--- config.mk ---
export PLATFORM = sky130hd
export DESIGN_NAME = ct_lsu_sf_chk_arb
export DESIGN_NICKNAME = d
export VERILOG_FILES = /design/src/rtl/ct_lsu_sf_chk_arb.sv
export SDC_FILE = /design/constraint.sdc
export NUM_CORES = 1
export LEC_CHECK = 0
export ABC_AREA = 1
export ABC_CLOCK_PERIOD_IN_PS = 4050
export BUFFER_PORTS_ARGS = -buffer_cell sky130_fd_sc_hd__buf_2
export CAP_MARGIN = 10
export CORE_MARGIN = 1
export CORE_UTILIZATION = 53
export DETAILED_ROUTE_END_ITERATION = 10
export PLACE_DENSITY = 0.81
export SLEW_MARGIN = 25
export SYNTH_ARGS = -nofsm -noshare
export SYNTH_HDL_FRONTEND = slang
export SYNTH_SLANG_ARGS = --single-unit
export TNS_END_PERCENT = 100
--- constraint.sdc ---
create_clock -name forever_cpuclk -period 4.05 [get_ports forever_cpuclk]
set_input_delay 1.215 -clock forever_cpuclk [delete_from_list [all_inputs] [get_ports forever_cpuclk]]
set_output_delay 1.215 -clock forever_cpuclk [all_outputs]
set_load 0.03 [all_outputs]
--- src/rtl/ct_lsu_sf_chk_arb.sv ---
// Two-pipe arbiter for the single-ported LSU spec-fail predictor: one issue per cycle,
// one-entry park buffer, post-flush blackout. Optional stall counter: LSU_SF_ARB_PERF_EN.
module ct_lsu_sf_chk_arb #(
  parameter int unsigned FLUSH_BLK = 2
) (
  input  logic        forever_cpuclk,
  input  logic        cpurst,
  input  logic        rtu_yy_xx_flush,
  input  logic        ld0_sf_chk_req,
  input  logic [35:0] ld0_sf_addr_tto4,
  input  logic [15:0] ld0_sf_bytes_vld,
  input  logic [6:0]  ld0_sf_iid,
  input  logic        ld1_sf_chk_req,
  input  logic [35:0] ld1_sf_addr_tto4,
  input  logic [15:0] ld1_sf_bytes_vld,
  input  logic [6:0]  ld1_sf_iid,
  output logic        ld0_sf_chk_stall,
  output logic        ld1_sf_chk_stall,
  output logic        sf_ld_chk_req,
  output logic [35:0] sf_ld_addr_tto4,
  output logic [15:0] sf_ld_bytes_vld,
  input  logic        sf_spec_hit,
  input  logic        sf_spec_mark,
  output logic        ld0_sf_resp_vld,
  output logic        ld0_sf_resp_hit,
  output logic        ld0_sf_resp_mark,
  output logic [6:0]  ld0_sf_resp_iid,
  output logic        ld1_sf_resp_vld,
  output logic        ld1_sf_resp_hit,
  output logic        ld1_sf_resp_mark,
  output logic [6:0]  ld1_sf_resp_iid
`ifdef LSU_SF_ARB_PERF_EN
  ,
  output logic [15:0] sf_arb_stall_cnt
`endif
);

  typedef struct packed {
    logic [35:0] addr;
    logic [15:0] bytes;
    logic [6:0]  iid;
  } chk_t;

  chk_t       new_chk [2];
  logic [1:0] req;
  logic [1:0] take;
  logic [1:0] park;
  logic [1:0] stall;

  logic       pnd_vld_q, pnd_vld_d;
  logic       pnd_src_q, pnd_src_d;
  chk_t       pnd_q, pnd_d;
  logic       rr_q, rr_d;
  logic [2:0] blk_q, blk_d;

  logic       issue_vld;
  logic       issue_src;
  chk_t       issue_chk;

  logic [1:0] resp_vld_q, resp_hit_q, resp_mark_q;
  logic [6:0] resp_iid_q [2];

  assign req        = {ld1_sf_chk_req, ld0_sf_chk_req};
  assign new_chk[0] = '{addr: ld0_sf_addr_tto4, bytes: ld0_sf_bytes_vld, iid: ld0_sf_iid};
  assign new_chk[1] = '{addr: ld1_sf_addr_tto4, bytes: ld1_sf_bytes_vld, iid: ld1_sf_iid};

  // NOTE: every variable gets a default first so no path through the if/else leaves a latch.
  always_comb begin
    issue_vld = 1'b0;
    issue_src = 1'b0;
    issue_chk = '0;
    take      = 2'b00;
    park      = 2'b00;
    pnd_vld_d = pnd_vld_q;
    pnd_src_d = pnd_src_q;
    pnd_d     = pnd_q;
    rr_d      = rr_q;
    blk_d     = blk_q;

    if (rtu_yy_xx_flush) begin
      pnd_vld_d = 1'b0;
      blk_d     = 3'(FLUSH_BLK);
    end else if (blk_q != 3'd0) begin
      blk_d = blk_q - 3'd1;
    end else begin
      if (pnd_vld_q) begin
        issue_vld = 1'b1;
        issue_src = pnd_src_q;
        issue_chk = pnd_q;
        pnd_vld_d = 1'b0;
        if (req[rr_q])       park[rr_q]  = 1'b1;
        else if (req[~rr_q]) park[~rr_q] = 1'b1;
      end else if (req[rr_q]) begin
        issue_vld  = 1'b1;
        issue_src  = rr_q;
        issue_chk  = new_chk[rr_q];
        take[rr_q] = 1'b1;
        if (req[~rr_q]) park[~rr_q] = 1'b1;
      end else if (req[~rr_q]) begin
        issue_vld   = 1'b1;
        issue_src   = ~rr_q;
        issue_chk   = new_chk[~rr_q];
        take[~rr_q] = 1'b1;
      end
      if (park != 2'b00) begin
        pnd_vld_d = 1'b1;
        pnd_src_d = park[1];
        pnd_d     = new_chk[park[1]];
      end
      // Loser of a two-way contest becomes preferred next time.
      if (&req) rr_d = ~rr_q;
    end

    stall = req & ~take & ~park & {2{~rtu_yy_xx_flush}};
  end

  always_ff @(posedge forever_cpuclk or posedge cpurst) begin
    if (cpurst) begin
      pnd_vld_q <= 1'b0;
      pnd_src_q <= 1'b0;
      rr_q      <= 1'b0;
      blk_q     <= 3'd0;
    end else begin
      // NOTE: sequential state uses non-blocking assignments so every flop samples pre-edge values.
      pnd_vld_q <= pnd_vld_d;
      pnd_src_q <= pnd_src_d;
      rr_q      <= rr_d;
      blk_q     <= blk_d;
    end
  end

  // NOTE: the pending payload is only ever read under pnd_vld_q, so it needs no reset.
  always_ff @(posedge forever_cpuclk) begin
    pnd_q <= pnd_d;
  end

  always_ff @(posedge forever_cpuclk or posedge cpurst) begin
    if (cpurst) begin
      resp_vld_q    <= 2'b00;
      resp_hit_q    <= 2'b00;
      resp_mark_q   <= 2'b00;
      resp_iid_q[0] <= 7'd0;
      resp_iid_q[1] <= 7'd0;
    end else begin
      resp_vld_q <= 2'b00;
      if (issue_vld) begin
        resp_vld_q[issue_src]  <= 1'b1;
        resp_hit_q[issue_src]  <= sf_spec_hit;
        resp_mark_q[issue_src] <= sf_spec_mark;
        resp_iid_q[issue_src]  <= issue_chk.iid;
      end
    end
  end

`ifdef LSU_SF_ARB_PERF_EN
  logic [15:0] stall_cnt_q;
  always_ff @(posedge forever_cpuclk or posedge cpurst) begin
    if (cpurst)                                stall_cnt_q <= 16'd0;
    else if (|stall && stall_cnt_q != 16'hFFFF) stall_cnt_q <= stall_cnt_q + 16'd1;
  end
  assign sf_arb_stall_cnt = stall_cnt_q;
`endif

  assign ld0_sf_chk_stall = stall[0];
  assign ld1_sf_chk_stall = stall[1];
  assign sf_ld_chk_req    = issue_vld;
  assign sf_ld_addr_tto4  = issue_chk.addr;
  assign sf_ld_bytes_vld  = issue_chk.bytes;
  assign ld0_sf_resp_vld  = resp_vld_q[0];
  assign ld0_sf_resp_hit  = resp_hit_q[0];
  assign ld0_sf_resp_mark = resp_mark_q[0];
  assign ld0_sf_resp_iid  = resp_iid_q[0];
  assign ld1_sf_resp_vld  = resp_vld_q[1];
  assign ld1_sf_resp_hit  = resp_hit_q[1];
  assign ld1_sf_resp_mark = resp_mark_q[1];
  assign ld1_sf_resp_iid  = resp_iid_q[1];

endmodule

==> flow_summary.toml <==
[outcome]
status = "complete, no violations"

[yosys]
yosys-top-cells-count = "nand2_1 (250), o21ai_0 (164), nor2_1 (124)"
syn_area_um2 = 6880
synth_cell_type_count = 25
ys_async_sr_fraction_pct = 30.6
synth.top_cell.area_share_pct = 25.8
yosysMostFrequentCell = "nand2_1"
synth.area.top_cells = "edfxtp_1 (26%), nand2_1 (14%), o21ai_0 (12%)"
synth_edf_count = 59
synthCells = 1045
synth_top_area_cell = "edfxtp_1"
syn-num-nets = 1172
yosysSeqAreaShare_pct = 35.2
synth_area_per_cell_um2 = 6.58
ys_warn_count = 0
synth_flop_cell = "edfxtp_1"
ys_seq_elements = 85

[power]
total_power_mw = 4.31
ir_drop_uv = 420
power.leakage_nw = 3.89
p_per_area_nw_per_um2 = 552

[sta]
rsz0062_at_grt = "no"
tightest_slew_ns = 0.918
finalSetupViolCount = 0
drv_slew = 0
slew_headroom_pct = 38.4
hold_viol_final = 0
finalSetupTns_ns = 0
hold-worst-slack_ns = 0.476
max_freq_ghz = 0.269
min_period_ns = 3.71
post-route-period-util_pct = 91.7
skew_ns = 0.00906

[clock_tree]
clock_latency_ns = 0.34
cts_tree = "done"
clk_pin_slew_ns = 0.07
clock_sinks = 85
htreeDepth = 3
post_cts_buffers = 0
cts_root_buffer = "clkbuf_16"
clock_path_buffers = 2
hold_buffers = 0
post_cts_resized = 0
numCtsBuffers = 9

[hold_path]
hp-class = "reg -> reg"

[placed_design]
portBuffers = 199
dp_hpwl_um = 11800
place_congestion = 0.815
dp.cells = 1302

[critical_path]
worstPathArrival_ns = 2.50
start_kind = "input pin"
worstPathMaxFanout = 33
crit_required_ns = 2.83
critPathKind = "in -> out"
ff2ff_setup_slack_ns = 1.01
worstSetupEndpointType = "primary output"

[cells_and_area]
area_growth_pct = 13.3
register_area_um2 = 2430
fill_cells = 1196
fin_nets = 1268
layout.cells.non_filler = 1319
drive_gt1_share_pct = 21.4
multiInputGateArea_um2 = 3390
fin_util_pct = 61.8

[global_routing]
overflow = 0
grt_antenna_before_repair = 2
grt_start_max_net_pins = 153
grt_usage_pct = 26.0
grt_pass1_wl_um = 27600
grt_pass1_vias = 5811

[routing]
ant_nets = 0
drc = 0
postRouteWirelength_um = 17500
drt-vias-per-instance = 5.29
vias = 6975
routedWlPerCell_um = 13.3
detail_route.iter0.violations = 558
dr.pass1.iters = 7

[die]
initial_core_util_pct = 54.5
design.die.area_um2 = 13400
fp.coreArea_um2 = 12600
pin_count = 200
die-width_um = 116
num_rows = 41
die_h_um = 116

[run]
cap_viol_max_count = 0
==> sequential cells by signal (all words and copies together), names as in the netlist <==
signal	flops
resp_mark_q	2
resp_hit_q	2
pnd_q	59
rr_q	1
blk_q	3
ld0_sf_resp_iid	7
ld1_sf_resp_iid	7
resp_vld_q	2
pnd_src_q	1
pnd_vld_q	1
==> per-layer routing <==
metal / track usage [%] / part of all wire [%] / up-vias
li1: - / - / 3598
met1: 36.2 / 46 / 3074
met2: 39.5 / 45 / 268
met3: 4.76 / 6.8 / 33
met4: 11.5 / 2.6 / 2
met5: 0 / 0.091 / -
==> worst paths after layout <==
check | from | cells after the start | endpoint
max | ld0_sf_chk_req | 8 | sf_ld_addr_tto4[25]
min | resp_hit_q[0] | 2 | resp_hit_q[0]
max reg2reg | blk_q[0] | 11 | ld0_sf_resp_iid[6]
min reg2reg | resp_hit_q[0] | 2 | resp_hit_q[0]
max in group asynchronous | cpurst | 2 | rr_q
min in group asynchronous | cpurst | 2 | resp_vld_q[0]
==> power breakdown <==
part           internal [mW]  total (mW)  switching [mW]  leakage (nW)
Sequential              1.08        1.14          0.0590         0.877
Combinational          0.731        2.35            1.62          2.86
Clock                  0.432       0.815           0.383         0.146
==> through the flow <==
stage               instance area, um2  worst slack, ns
floorplan                         6880            0.533
global placement                  7500            0.373
detailed placement                7500            0.338
CTS                               7790            0.329
global route                      7800            0.170
finish                            7800            0.335
==> worst max-delay path, cell delays in order <==
cell and delay [ns]:
buf_2 0.14, inv_2 0.07, nand2_1 0.08, nand2_4 0.24, buf_12 0.22, nand3_1 0.09, a21oi_1 0.20, buf_2 0.23
==> layout make-up <==
| type | instances | share of cell area (%) |
|---|---|---|
| Antenna cell | 1 | 0.0321 |
| Clock buffer | 9 | 2.89 |
| Clock inverter | 7 | 0.851 |
| Inverter | 71 | 3.42 |
| Multi-Input combinational cell | 758 | 43.5 |
| Sequential cell | 85 | 31.1 |
| Tap cell | 172 | 2.76 |
| Timing Repair Buffer | 216 | 15.4 |
==> cell families after synthesis <==
logic type               Yosys count  synth area share, %
AND/OR/NAND/NOR                  479                 28.3
AO/OA/AOI/OAI                    276                 20.2
buffers and inverters            202                 15.8
flip-flops                        85                 35.2
adder cells (fa/ha/maj)            2                0.364
XOR/XNOR                           1                0.127
==> placed cells by master (no fill, tap or decap), drive strengths merged <==
| master | count |
|---|---|
| nand2 | 251 |
| o21ai | 218 |
| buf | 216 |
| nor2 | 127 |
| nand3 | 98 |
| inv | 75 |
| edfxtp | 59 |
| a21oi | 54 |
| dfrtp | 26 |
| clkbuf | 9 |
| nand4 | 3 |
| clkinv | 3 |
| ha | 2 |
| diode | 1 |
| xor2 | 1 |
| o211ai | 1 |
| a211oi | 1 |
| a22oi | 1 |
| o22ai | 1 |
(Power assumes the default switching activity.)
